==> src/rtl/vx_commit_arb.sv <==
// vx_commit_arb: round-robin merge of per-unit commit streams with multi-packet locking and a retire counter.
// Define VX_COMMIT_ARB_FPU_EN to add the FPU stream as input 3.
module vx_commit_arb #(
    parameter int DATAW = 128,
`ifdef VX_COMMIT_ARB_FPU_EN
    localparam int NUM_INPUTS = 4,
`else
    localparam int NUM_INPUTS = 3,
`endif
    localparam int SRCW = $clog2(NUM_INPUTS)
) (
    input  logic                        clk,
    input  logic                        reset,
    input  logic [NUM_INPUTS-1:0]       in_valid,
    input  logic [NUM_INPUTS*DATAW-1:0] in_data,
    input  logic [NUM_INPUTS-1:0]       in_sop,
    input  logic [NUM_INPUTS-1:0]       in_eop,
    output logic [NUM_INPUTS-1:0]       in_ready,
    output logic                        out_valid,
    output logic [DATAW-1:0]            out_data,
    output logic                        out_sop,
    output logic                        out_eop,
    output logic [SRCW-1:0]             out_src,
    input  logic                        out_ready,
    output logic [31:0]                 retired_count
);
    localparam logic [0:0] IDLE = 1'b0;
    localparam logic [0:0] LOCKED = 1'b1;
    localparam logic [SRCW-1:0] LAST = SRCW'(NUM_INPUTS - 1);

    logic [0:0] state;
    logic [SRCW-1:0] ptr, lock_src, gnt_idx;
    logic [NUM_INPUTS-1:0] grant;
    logic stall, accept, sel_sop, sel_eop;
    int j;

    // While locked the owner keeps its grant even when it bubbles, so no other unit can interleave.
    always_comb begin
        grant = '0;
        gnt_idx = lock_src;
        j = 0;
        if (state == LOCKED) begin
            grant[lock_src] = 1'b1;
        end else begin
            for (int k = 0; k < NUM_INPUTS; k++) begin
                j = int'(ptr) + k;
                if (j >= NUM_INPUTS) j = j - NUM_INPUTS;
                if (grant == '0 && in_valid[j]) begin
                    grant[j] = 1'b1;
                    gnt_idx = SRCW'(j);
                end
            end
        end
    end

    assign stall = out_valid && !out_ready;
    assign in_ready = stall ? '0 : grant;
    assign accept = |(in_valid & in_ready);
    assign sel_sop = in_sop[gnt_idx];
    assign sel_eop = in_eop[gnt_idx];

    always_ff @(posedge clk or posedge reset) begin
        if (reset) begin
            state <= IDLE;
            lock_src <= '0;
            ptr <= '0;
            out_valid <= 1'b0;
            out_data <= '0;
            out_sop <= 1'b0;
            out_eop <= 1'b0;
            out_src <= '0;
            retired_count <= '0;
        end else begin
            if (out_valid && out_ready && out_eop) retired_count <= retired_count + 32'd1;
            if (accept) begin
                out_valid <= 1'b1;
                out_data <= in_data[gnt_idx*DATAW +: DATAW];
                out_sop <= sel_sop;
                out_eop <= sel_eop;
                out_src <= gnt_idx;
                if (sel_eop) ptr <= (gnt_idx == LAST) ? '0 : gnt_idx + 1'b1;
                if (state == LOCKED && sel_eop) begin
                    state <= IDLE;
                end else if (state == IDLE && sel_sop && !sel_eop) begin
                    state <= LOCKED;
                    lock_src <= gnt_idx;
                end
            end else if (out_ready) begin
                out_valid <= 1'b0;
            end
        end
    end

    // Only the lock owner can be accepted while locked, so a sop there means an unterminated instruction.
    sop_in_packet: assert property (@(posedge clk) disable iff (reset) !(accept && state == LOCKED && sel_sop))
        else $error("vx_commit_arb: unit %0d sent sop before eop", gnt_idx);
endmodule
==> config.mk <==
export PLATFORM = sky130hd
export DESIGN_NAME = vx_commit_arb
export DESIGN_NICKNAME = d
export VERILOG_FILES = /design/src/rtl/vx_commit_arb.sv
export SDC_FILE = /design/constraint.sdc
export NUM_CORES = 1
export LEC_CHECK = 0
export CAP_MARGIN = 40
export CELL_PAD_IN_SITES_DETAIL_PLACEMENT = 0
export CELL_PAD_IN_SITES_GLOBAL_PLACEMENT = 1
export CORE_AREA = 4 4 220 222
export CTS_CLUSTER_DIAMETER = 120
export DETAILED_ROUTE_END_ITERATION = 7
export DIE_AREA = 0 0 224 226
export HOLD_SLACK_MARGIN = 0.15
export PLACE_DENSITY_LB_ADDON = 0.05
export SETUP_SLACK_MARGIN = 0.5
export SYNTH_ARGS = -nofsm -noshare
export SYNTH_HDL_FRONTEND = slang
export SYNTH_SLANG_ARGS = --single-unit
==> constraint.sdc <==
create_clock -name clk -period 5.4 [get_ports clk]
set_input_delay 0.81 -clock clk [delete_from_list [all_inputs] [get_ports clk]]
set_output_delay 0.81 -clock clk [all_outputs]
set_load 0.05 [all_outputs]
### Yosys cells after proc, flatten, opt, wreduce, memory -nomap -nowiden

Cells that the tools add are included.

* bitwise operators: 5
* add/subtract/negate cells: 7
* order comparisons: 12
* reductions and logical operators: 22
* multiplexer cells: 43
* equal/unequal tests: 1
* shift-type cells: 1

Operator list (number)
* $shiftx A384 B10 Y128: 1
* $mux W32: 6
* $ge A32 B1 Y1 const B: 3
* $lt A32 B4 Y1 const B: 3
* $add A32 B1 Y32 const B: 1
* $mux W3: 7
* $mux W1: 16
* $logic_and A1 B1 Y1: 12
* $bmux W1 S2: 5
* $mux W2: 5
* $demux W1 S2: 4
* $sub A3 B2 Y4 const B: 2
* $ge A3 B2 Y1 const B: 2
* $logic_not A3 Y1: 2
* $lt A2 B3 Y1 const B: 2
* $or A3 B3 Y3: 2
* $reduce_and A2 Y1: 2
* $reduce_bool A2 Y1: 2
* $add A2 B1 Y3 const B: 1
* $add A2 B2 Y3 const B: 1
* $and A3 B3 Y3: 1
* $reduce_and A3 Y1: 1
* $reduce_or A3 Y1: 1
* $sub A2 B2 Y3 const B: 1
* other kinds (6): 8

* output and inout bits: 168
* logic and storage cells: 100
* input port bits: 396
* bits in registers: 170

### Longest topological paths before layout

Gate-level depths: netlist (run 1).

* word-level depth: 23
* mapped depth: 14
* gate-level depth less buffers: 11

### Least setup slack after synthesis (run 1)

Ideal clock, no wire load.

* kind: in2reg
* start: input port in_valid[1]
* end: register out_data[100]
* data required time: 5263 ps
* data arrival time: 3896 ps
* stages on the path: 11
* path buffers: 3
* slack: 1368 ps
* library setup time: 137 ps
* path through: clkbuf_2 > mux2_2 > a22oi_2 > o311a_4 > nand2_1 > o21ai_0 > a22oi_1 > nand2_1 > clkbuf_1 > clkbuf_1 > a21oi_1

* cells in the longest elaborated chain, start to end: 16
* elaborated cells on any way between the ends: 29
* classes of those cells: 1 x shift; 20 x mux; 3 x bitwise; 5 x reduce/logical

Ends and longest elaborated chain
* start: declaration: RTL line 14 `input logic [NUM_INPUTS-1:0] in_valid,`
* $bmux W1 S2: RTL line 48 `if (grant == '0 && in_valid[j]) begin`
* $mux W1 (not written as such) (2 in a row): RTL line 48
* $mux W3: RTL line 48
* $mux W3: RTL line 42 `if (state == LOCKED) begin`
* $logic_not A3 Y1: RTL line 48
* $logic_and A1 B1 Y1: RTL line 48
* $mux W3: RTL line 48
* $mux W3: RTL line 42
* $logic_not A3 Y1: RTL line 48
* $logic_and A1 B1 Y1: RTL line 48
* $mux W3 (*): RTL line 48
* $mux W3 (*): RTL line 42
* $mux W3 (*): RTL line 57 `assign in_ready = stall ? '0 : grant;`
* via in_ready[2]: RTL line 18 `output logic [NUM_INPUTS-1:0] in_ready,`
* $and A3 B3 Y3 (*): RTL line 58 `assign accept = |(in_valid & in_ready);`
* $reduce_or A3 Y1 (*): RTL line 58
* end signal: assignment: RTL line 77 `out_data <= in_data[gnt_idx*DATAW +: DATAW];`
* end: declaration: RTL line 20 `output logic [DATAW-1:0] out_data,`

The timed path passes the listed nets; every way through them passes the cells marked *. The select of a mux whose other input is x is not followed.
A chain may end at the register's enable or synchronous reset.

### Worst setup path after layout (run 1)

* start: register ptr[0]
* end: output port in_ready[2]

* cells in the longest elaborated chain, start to end: 18
* elaborated cells on any way between the ends: 51
* classes of those cells: 5 x add/sub; 9 x order compare; 28 x mux; 2 x bitwise; 7 x reduce/logical

Ends and longest elaborated chain
* start: declaration: RTL line 32 `logic [SRCW-1:0] ptr, lock_src, gnt_idx;`
* start signal: assignment: RTL line 81 `if (sel_eop) ptr <= (gnt_idx == LAST) ? '0 : gnt_idx + 1'b1;`
* parallel branches: the longest is 15 deep, another holds $ge A32 B1 Y1
* $mux W3 (*): RTL line 48
* $mux W3 (*): RTL line 42
* $mux W3 (*): RTL line 57
* end: declaration: RTL line 18

Mark *: on every way between the ends. The select of a mux whose other input is x is not followed.

==> results by group, run 1 <==
Clocking
  – Post-CTS setup repair buffer count: 0
  – Clock Sinks: 170
  – TritonCTS clock tree: done
  – Num CTS Buffers: 17
  – Clock root cell: clkbuf_16
  – Htree depth: 4
  – Post-CTS Hold Buffers: 0
  – Clk slew on worst S/H paths: roughly 0.060 ns
  – Maximum root-to-sink buffer count: 2
  – Resize count post-CTS: 0
  – Clk Latency, worst-skew pair: about 0.49 ns

Logic synthesis
  – Yosys warning count: 0
  – Gate Count Post-Synth: roughly 1,200
  – Synth top area share: a little under half
  – Dominant synthesized flop cell: dfrtp_1
  – Synthesized Nets: 1,620
  – Distinct cells, synth: 54
  – Post-synth EDFFs: 0
  – Register area share after synthesis: about 45%
  – Syn Std Cell Area: around 9400 um^2
  – Asr flop ratio synth: 100%
  – FF+latch count, synth: 170
  – Post-synth top area cell: dfrtp_1
  – Syn Area/Cell: 7.68 um^2
  – Top cells by area, synth: dfrtp_1 45%, a21oi_1 21%, nand2_1 11%, nor2_1 5.7%, xnor2_1 2.2%

Setup path
  – Critical path capture point type: output pin
  – Crit path max-delay family: buffers and inverters
  – Setup CP Type: register to output pin
  – Crit-path max FO: 11
  – Max incr delay on CP: approximately 0.85 ns
  – Top cell by count, worst path: o21ai_0
  – Crit path arrival time: about 3.5 ns
  – Slowest CP cell: clkdlybuf4s50_1
  – Startpoint Class: register
  – WP buf/inv: 2
  – R2R setup slack: 1.52 ns
  – CP cell instances: inv_1, ha_1, mux2i_1, o21ai_0, a21oi_2, nand2_1, o21ai_0, clkdlybuf4s50_1
  – CP Data Required Time: approximately 4.6 ns

Layout
  – Share of cells above drive strength 1: 3.87%
  – Commonest cells after routing, fill and taps aside: 563 x clkdlybuf4s50_1, 389 x a21oi_1, 282 x nand2_1, 170 x dfrtp_1, 143 x nor2_1
  – Final Cell Area: 16,100 um^2
  – Synth-to-layout area growth: 72.5%
  – Commonest non-fill, non-tap cell in the layout: clkdlybuf4s50_1
  – Nets@finish: about 2,100

Drt
  – DRC violations left: 0
  – Via/cell ratio: about 4.4
  – WL final: a little under 50 mm
  – Total number of vias: 10,400
  – DR WL/cell: between 20 and 25 um
  – DRT antenna net count: 0
  – DRT Pass-1 Iters: 5
  – First DRT Iteration DRCs: approximately 530

Timing
  – Slew @ Worst Pin: just over 1 ns
  – Fin crit share: around 80%
  – Fin Setup TNS: 0 ns
  – F_max: 233 MHz
  – Final number of setup-violating endpoints: 0
  – Worst hold slack: a little under 0.5 ns
  – Max_slew headroom: ~32%
  – Fin. max-slew vios: 0
  – Period minus WS final: about 4.3 ns
  – Clk_skew: ~0.0097 ns
  – Final Hold Fails: 0
  – RSZ-0062 raised after global routing: false

Power and ir drop
  – Flop pwr share: between 10% and 20%
  – Net Sw Frac: between 50 and 60%
  – Combinational power share: 71.9%
  – Power Density: approximately 800 nW/um^2
  – Maximum vdd ir drop: about 0.00075 V
  – Psw: between 7 and 8 mW
  – Clock Power Share: 10.6%
  – Pint: 5.70 mW
  – Leak: approximately 6.4 nW

Global route
  – Gr ovfl total: 0
  – Largest net degree at the start of global routing: 171
  – Initial antenna violation count: 11
  – Global-route wire length before repair: 69.6 mm
  – Vias in the first global route: 10,500
  – GR Util All Layers: 18.6%

Flow run
  – Max cap viols: 0

Min path
  – Hold Path Class: register to register

Die
  – Die Y-Extent: 226 um
  – Die X: approximately 220 um
  – Die area: 50,600 um^2
  – Core area: about 46,000 um^2
  – Starting Density: 20.2%
  – # rows: 79
  – I/O pins: about 560

Place
  – Port Buf Inserts: 563
  – Post-DP HPWL: roughly 36 mm
  – GP Congestion: about 0.84
  – Post-DP Area: ~15,000 um^2

Run status
  – Outcome: complete, no violations
[stage by stage]
step / setup WS (ns) / instances / util, % / total power [mW]
2_1_floorplan: 1.37 / 1219 / - / 8.62
3_3_place_gp: 1.19 / 2308 / 33.4 / 11.7
5_1_grt: 0.838 / 2348 / 34.8 / 14.0
3_5_place_dp: 1.19 / 2308 / 33.4 / 11.7
6_report: 1.10 / 2348 / 34.8 / 12.9
4_1_cts: 1.06 / 2340 / 34.8 / 13.2
[layer usage]
layer / global-route usage (%) / vias to the layer above / wire [um]
met4: 7.42 / 6 / 1330
met2: 31.1 / 364 / 24200
met5: 0 / - / 49
li1: - / 5122 / -
met3: 7.93 / 56 / 4110
met1: 21.1 / 4849 / 19100
[path summary, 6_finish.rpt]
| kind | from | to | depth (start not counted) |
|---|---|---|---|
| worst min register to register | retired_count[31] | retired_count[31] | 1 |
| worst max-delay path | ptr[0] | in_ready[2] | 8 |
| max in group asynchronous | reset | out_src[0] | 3 |
| min in group asynchronous | reset | out_data[61] | 3 |
| worst max register to register | ptr[0] | out_data[46] | 13 |
| worst min-delay path | retired_count[31] | retired_count[31] | 1 |
[layout make-up]
class	count	area, um^2
diodes	8	20.0
clock buffers	21	460
clock inverters	11	169
fillers	4874	30200
inverters	9	37.5
multi-input cells	947	4650
flip-flops and latches	170	4250
well taps	607	759
repair buffers	575	5800
[cell usage after synthesis, types with 2 or more instances]
master    number
a21oi_1      389
nand2_1      283
dfrtp_1      170
nor2_1       143
clkbuf_1      40
buf_2         31
xnor2_1       24
nand3_1       16
buf_4         14
inv_1          9
o21ai_0        9
xor2_1         7
buf_1          6
nand2b_1       6
ha_1           5
mux2_2         5
nand4_1        5
nor3_1         5
mux2i_1        4
nand3b_1       4
and3_1         3
nor2b_1        3
nor4_1         3
a211oi_2       2
a21o_1         2
o221a_2        2
o31ai_1        2
[flip-flops by register name, indices dropped and copies added, names as in the netlist]
signal and cells:
retired_count 32, out_valid 1, out_src 2, lock_src 2, out_sop 1, out_eop 1, ptr 2, state 1
out_data 128
[power by group through the flow]
stage	clock network (mW)	registers, mW	logic [mW]
after detailed placement	0	2.27	9.48
after global routing	1.48	2.33	10.2
after CTS	1.44	2.26	9.50
after floorplan	0	4.10	4.52
after global placement	0	2.25	9.48
final	1.37	2.25	9.28
[cells by family after synthesis]
group,after synthesis,synth area share [%]
AOI/OAI and AO/OA,423,24.1
and+or+nand+nor,477,20.4
DFF,170,45.4
muxes,11,1.34
xor gates and xnor gates,31,2.90
buffers and inverters,102,5.16
adders and majority gates,5,0.668
No activity file was read; power rests on OpenSTA's default activity.
==> run 2: changes to the inputs <==
CORE_AREA = 4 4 219 221   (was 4 4 220 222)
DIE_AREA = 0 0 223 225   (was 0 0 224 226)
clock period = 4 ns   (was 5.4 ns; I/O delays follow)
==> results by group, run 2 (synthesized netlist as in run 1, its figures left out) <==
Clocking
  – TritonCTS clock tree: done
  – Clock Sinks: 170 (unchanged)
  – Htree depth: 4 (unchanged)
  – Clk Latency, worst-skew pair: 0.48 ns (about the same)
  – Clock root cell: clkbuf_16
  – Clk slew on worst S/H paths: 0.07 ns (about the same)
  – Maximum root-to-sink buffer count: 2 (unchanged)
  – Num CTS Buffers: 17 (unchanged)

Power and ir drop
  – Power Density: 1100 nW/um^2 (+37%)
  – Leak: 6.56 nW (+2.0%)
  – Maximum vdd ir drop: 0.000494 V (-34%)

Global route
  – Gr ovfl total: 0 (unchanged)
  – Largest net degree at the start of global routing: 100 (-42%)
  – Global-route wire length before repair: 71.2 mm (+2.2%)
  – Initial antenna violation count: 14 (+3)
  – Vias in the first global route: 10,600 (+0.87%)
  – GR Util All Layers: 18.9% (+0.29 points)

Timing
  – RSZ-0062 raised after global routing: false
  – Max_slew headroom: 57.5% (+25 points)
  – F_max: ~300 MHz
  – Slew @ Worst Pin: 0.636 ns (-0.382 ns)
  – Fin crit share: between 80 and 90%
  – Period minus WS final: around 3.3 ns
  – Fin Setup TNS: 0 ns (unchanged)
  – Clk_skew: 0.00871 ns (-0.00103 ns)
  – Worst hold slack: 0.491 ns (+0.00771 ns)
  – Fin. max-slew vios: 0 (unchanged)
  – Final Hold Fails: 0 (unchanged)
  – Final number of setup-violating endpoints: 0 (unchanged)

Die
  – Starting Density: 20.3% (+0.086 points)
  – Die Y-Extent: 225 um (-0.44%)
  – Core area: 46,200 um^2 (-0.43%)
  – # rows: 79 (unchanged)
  – Die X: 223 um (-0.45%)
  – Die area: 50,200 um^2 (-0.89%)
  – I/O pins: 564 (unchanged)

Layout
  – Commonest non-fill, non-tap cell in the layout: clkdlybuf4s50_1
  – Nets@finish: 2,138 (+0.80%)
  – Commonest cells after routing, fill and taps aside: 560 x clkdlybuf4s50_1, 387 x a21oi_1, 282 x nand2_1, 170 x dfrtp_1, 143 x nor2_1
  – Fill count: 4,875 (+0.021%)
  – Synth-to-layout area growth: 75.7%
  – Max reg flops: 128 (unchanged)
  – Share of cells above drive strength 1: 5.37% (+1.5 points)
  – Biggest regs: out_data: 128 flops, retired_count: 32 flops
  – Biggest register: out_data
  – Final Cell Area: 16,400 um^2 (+1.8%)

Flow run
  – Max cap viols: 0 (unchanged)

Drt
  – DRC violations left: 0 (unchanged)
  – Total number of vias: 10,500 (+0.96%)
  – DR WL/cell: 20.7 um (-0.53%)
  – First DRT Iteration DRCs: 491 (-6.8%)
  – DRT antenna net count: 0 (unchanged)
  – WL final: 48.8 mm (about the same)
  – DRT Pass-1 Iters: 4 (-1)
  – Via/cell ratio: 4.44 (+0.36%)

Setup path
  – CP Data Required Time: 3.40 ns (-1.19 ns)
  – Crit-path max FO: 10 (-1)
  – Critical path capture point type: output pin
  – Crit path arrival time: 2.74 ns (-0.75 ns)
  – Setup CP Type: register to output pin
  – Startpoint Class: register

Run status
  – Outcome: complete, no violations

Place
  – Port Buf Inserts: 563 (unchanged)
  – GP Congestion: 0.860 (+2.8%)
  – Post-DP HPWL: 36.8 mm (+3.2%)
  – Post-DP Area: 15,700 um^2 (+1.5%)

Min path
  – Hold Path Class: register to register
[run 2: changes by cell type in the layout (fill, tap and decap cells not counted), moves of 3 or more]
cell             change
buf_12              +12
clkdlybuf4s50_1      -3
inv_6                +5
ha_1                 -3
buf_4                +7
diode_2              -3
[run 2: worst paths after layout]
path | slack [ns] | start | endpoint | depth (start not counted)
max in group asynchronous | 2.90 | reset | out_data[21] | 3
min in group asynchronous | 0.61 | reset | out_data[22] | 3
max | 0.66 | ptr[1] | in_ready[0] | 8
max reg2reg | 0.69 | ptr[1] | out_data[69] | 13
min reg2reg | 0.49 | retired_count[31] | retired_count[31] | 1
min | 0.49 | retired_count[31] | retired_count[31] | 1
[run 2: layout make-up]
| class | instances | area (um^2) | area share [%] |
|---|---|---|---|
| Timing Repair Buffer | 592 | 6070 | 36.9 |
| Multi-Input combinational cell | 947 | 4690 | 28.5 |
| Sequential cell | 170 | 4250 | 25.9 |
| Tap cell | 607 | 759 | 4.62 |
| Clock buffer | 17 | 425 | 2.59 |
| Clock inverter | 15 | 189 | 1.15 |
| Inverter | 9 | 37.5 | 0.228 |
| Antenna cell | 5 | 12.5 | 0.0761 |
[run 2: metrics by stage]
stage,power [mW],setup WS (ns),utilization [%],instances
finish,18.0,0.662,35.6,2362
global route,19.5,0.500,35.6,2360
CTS,18.3,0.527,35.5,2354
detailed placement,16.3,0.178,34.1,2321
global placement,16.3,0.271,34.1,2321
floorplan,11.6,0.557,-,1219
[run 2: layer usage]
metal	GRT usage [%]	wire (um)	vias to the layer above
li1	-	-	5168
met1	21.8	19400	4896
met2	32.0	24200	366
met3	8.51	4340	51
met4	5.09	796	16
met5	0	91	-
[run 2: power by group]
part           total [mW]  switching [mW]  internal, mW
clock network        1.82           0.826         0.993
logic                13.2            8.59          4.56
registers            3.05           0.467          2.59
[run 2: critical path, stage by stage (launching register included)]
cell and delay (ns):
dfrtp_1 0.44, inv_1 0.14, ha_4 0.23, mux2_2 0.39, a22oi_2 0.20, o311a_4 0.27, nand3_1 0.11, a21oi_2 0.23
buf_4 0.23
[run 2: what timing repair did]
item | 4_1_cts | 5_1_grt
gates cloned | 0 | 0
buffers inserted | 1 | 3
pin swaps | 2 | 3
setup endpoints to repair | 42 | 132
hold endpoints to repair | 0 | 0
resized for setup | 3 | 7
hold buffers | 0 | 0
==> run 3: changes to the inputs <==
CORE_AREA = 4 4 220 222   (was 4 4 219 221)
DIE_AREA = 0 0 224 226   (was 0 0 223 225)
clock period = 3 ns   (was 4 ns; I/O delays follow)
==> results by group, run 3 (synthesized netlist as in run 1, its figures left out) <==
Run status
  – Outcome: complete, but fails checks
  – Failing checks: negative setup slack

Layout
  – Biggest regs: out_data: 128 flops, retired_count: 32 flops
  – Fill count: 4,754 (-2.5%)
  – Nets@finish: 2,253 (+5.4%)
  – Synth-to-layout area growth: 96.2%
  – Share of cells above drive strength 1: 17.1% (+12 points)
  – Final cell count without fillers: 2,476 (+4.8%)
  – Commonest non-fill, non-tap cell in the layout: clkdlybuf4s50_1
  – FF+latch area: 4260 um^2 (about the same)
  – Biggest register: out_data
  – Max reg flops: 128 (unchanged)
  – Area of the multi-input gates: 5240 um^2 (+12%)
  – Commonest cells after routing, fill and taps aside: 560 x clkdlybuf4s50_1, 297 x a21oi_1, 278 x nand2_1, 169 x dfrtp_1, 142 x nor2_1

Die
  – Starting Density: 20.2% (-0.086 points)
  – # rows: 79 (unchanged)
  – Die Y-Extent: 226 um (+0.44%)
  – I/O pins: 564 (unchanged)
  – Die area: 50,600 um^2 (+0.89%)
  – Die X: 224 um (+0.45%)
  – Core area: 46,400 um^2 (+0.43%)

Setup path
  – CP cell instances: buf_6, ha_4, mux2i_4, o21a_2, nor4_4, a211oi_4, o31ai_4, buf_6, nand2_2, a21o_1, a21boi_2, mux2_2
  – Setup CP Type: register to register
  – CP Data Required Time: 3.33 ns (-0.07 ns)
  – Max incr delay on CP: 0.40 ns (-0.04 ns)
  – Crit-path max FO: 6 (-4)
  – Slowest CP cell: dfrtp_1
  – Crit path arrival time: 3.44 ns (+0.70 ns)
  – Startpoint Class: register
  – Top cell by count, worst path: buf_6
  – Critical path capture point type: register

Timing
  – Fin Setup TNS: -1.18 ns (-1.18 ns)
  – Final Hold Fails: 0 (unchanged)
  – F_max: approximately 320 MHz
  – Fin crit share: 103%
  – Final worst slack: -0.104 ns (-0.766 ns)
  – RSZ-0062 raised after global routing: true
  – Fin. max-slew vios: 0 (unchanged)
  – Max_slew headroom: 54.6% (-2.8 points)
  – Clk_skew: 0.0132 ns (+0.00450 ns)
  – Slew @ Worst Pin: 0.679 ns (+0.0426 ns)
  – Period minus WS final: around 3.1 ns
  – Worst hold slack: 0.477 ns (-0.0141 ns)
  – Final number of setup-violating endpoints: 43 (+43)

Place
  – Placed Cells: 2,396 (+3.2%)
  – GP Congestion: 0.893 (+3.8%)
  – Post-DP HPWL: 38.9 mm (+5.8%)
  – Port Buf Inserts: 563 (unchanged)

Power and ir drop
  – Power Density: 1610 nW/um^2 (+47%)
  – Clock Power Share: 7.3% (-2.8 points)
  – Flop pwr share: 13.9% (-3.0 points)
  – Psw: 15.5 mW (+57%)
  – Combinational power share: 78.7% (+5.7 points)
  – Maximum vdd ir drop: 0.000699 V (+41%)
  – Net Sw Frac: 52.4% (-2.4 points)
  – Pint: 14.0 mW (+72%)
  – Leak: 7.37 nW (+12%)

Flow run
  – Max cap viols: 0 (unchanged)

Drt
  – WL final: 55.5 mm (+14%)
  – First DRT Iteration DRCs: 644 (+31%)
  – DR WL/cell: 22.4 um (+8.4%)
  – DRT Pass-1 Iters: 5 (+1)
  – DRT antenna net count: 0 (unchanged)
  – DRC violations left: 0 (unchanged)
  – Via/cell ratio: 4.54 (+2.1%)
  – Total number of vias: 11,200 (+7.1%)

Clocking
  – Clock root cell: clkbuf_16
  – Post-CTS Hold Buffers: 0 (unchanged)
  – Htree depth: 4 (unchanged)
  – Clk Latency, worst-skew pair: 0.46 ns (-0.02 ns)
  – Clock Sinks: 170 (unchanged)
  – Num CTS Buffers: 17 (unchanged)
  – Clk slew on worst S/H paths: 0.07 ns (about the same)
  – Maximum root-to-sink buffer count: 2 (unchanged)
  – TritonCTS clock tree: done

Global route
  – Global-route wire length before repair: 72.8 mm (+2.2%)
  – Initial antenna violation count: 11 (-3)
  – Largest net degree at the start of global routing: 103 (+3.0%)
  – GR Util All Layers: 19.3% (+0.35 points)
  – Gr ovfl total: 0 (unchanged)
  – Vias in the first global route: 11,000 (+3.7%)

Min path
  – Hold Path Class: input port to asynchronous set/reset pin
## run 3: changes by cell type in the layout (fill, tap and decap cells not counted), sizes merged
cell      change
clkinvlp      +1
bufinv        -3
buf         +103
diode         -1
nand2         +1
inv           -4
bufbuf        +1
clkbuf       +16
## run 3: power groups by stage
| stage | Combinational (mW) | Clock [mW] | Sequential [mW] |
|---|---|---|---|
| after floorplan | 8.36 | 0 | 7.37 |
| after global placement | 19.0 | 0 | 4.11 |
| after detailed placement | 18.9 | 0 | 4.12 |
| after CTS | 20.8 | 2.26 | 4.12 |
| after global routing | 24.9 | 2.35 | 4.24 |
| final | 23.3 | 2.17 | 4.11 |
## run 3: worst paths after layout
path	start	to	slack, ns	cells after the start
max in group asynchronous	reset	out_data[98]	1.95	3
worst min-delay path	reset	out_data[67]	0.48	3
worst max-delay path	ptr[1]	ptr[1]	-0.10	12
worst max register to register	ptr[1]	ptr[1]	-0.10	12
min in group clk	retired_count[31]	retired_count[31]	0.48	1
worst min register to register	retired_count[31]	retired_count[31]	0.48	1
## run 3: metrics by stage
| stage | power (mW) | utilization, % | setup slack (ns) | instance area [um^2] |
|---|---|---|---|---|
| finish | 29.5 | 39.6 | -0.104 | 18400 |
| global route | 31.5 | 39.6 | -0.217 | 18400 |
| CTS | 27.1 | 37.8 | -0.0646 | 17500 |
| detailed placement | 23.0 | 35.2 | -0.452 | 16300 |
| global placement | 23.1 | 35.2 | -0.482 | 16300 |
| floorplan | 15.7 | - | 0.00170 | 9460 |
## run 3: what timing repair did
item                                    in CTS  in global routing
endpoints found under the setup margin     141                143
resized for setup                           93                112
cloned                                       5                 17
pin swaps                                   19                 34
setup buffers                               14                  8
## run 3: cell type report
class                           count  share of cell area, %
Antenna cell                        4                 0.0545
Clock buffer                       23                   2.66
Clock inverter                      9                  0.348
Inverter                            9                  0.204
Multi-Input combinational cell    948                   28.5
Sequential cell                   170                   23.2
Tap cell                          607                   4.14
Timing Repair Buffer              706                   40.9
## run 3: layer usage
metal	global-route usage [%]	vias to the layer above	share of wire, %
li1	-	5380	-
met1	22.6	5406	40
met2	32.6	381	49
met3	7.03	59	7.5
met4	6.50	14	2.4
met5	0	-	0.16
## run 3: critical path: cells and delay by family (launching register included)
kind / cells / cell delay, ns
AO/OA/AOI/OAI: 5 / 1.11
adder cells (fa/ha/maj): 1 / 0.27
buffers and inverters: 2 / 0.33
flip-flops: 1 / 0.40
multiplexers: 2 / 0.55
AND/OR/NAND/NOR: 2 / 0.33
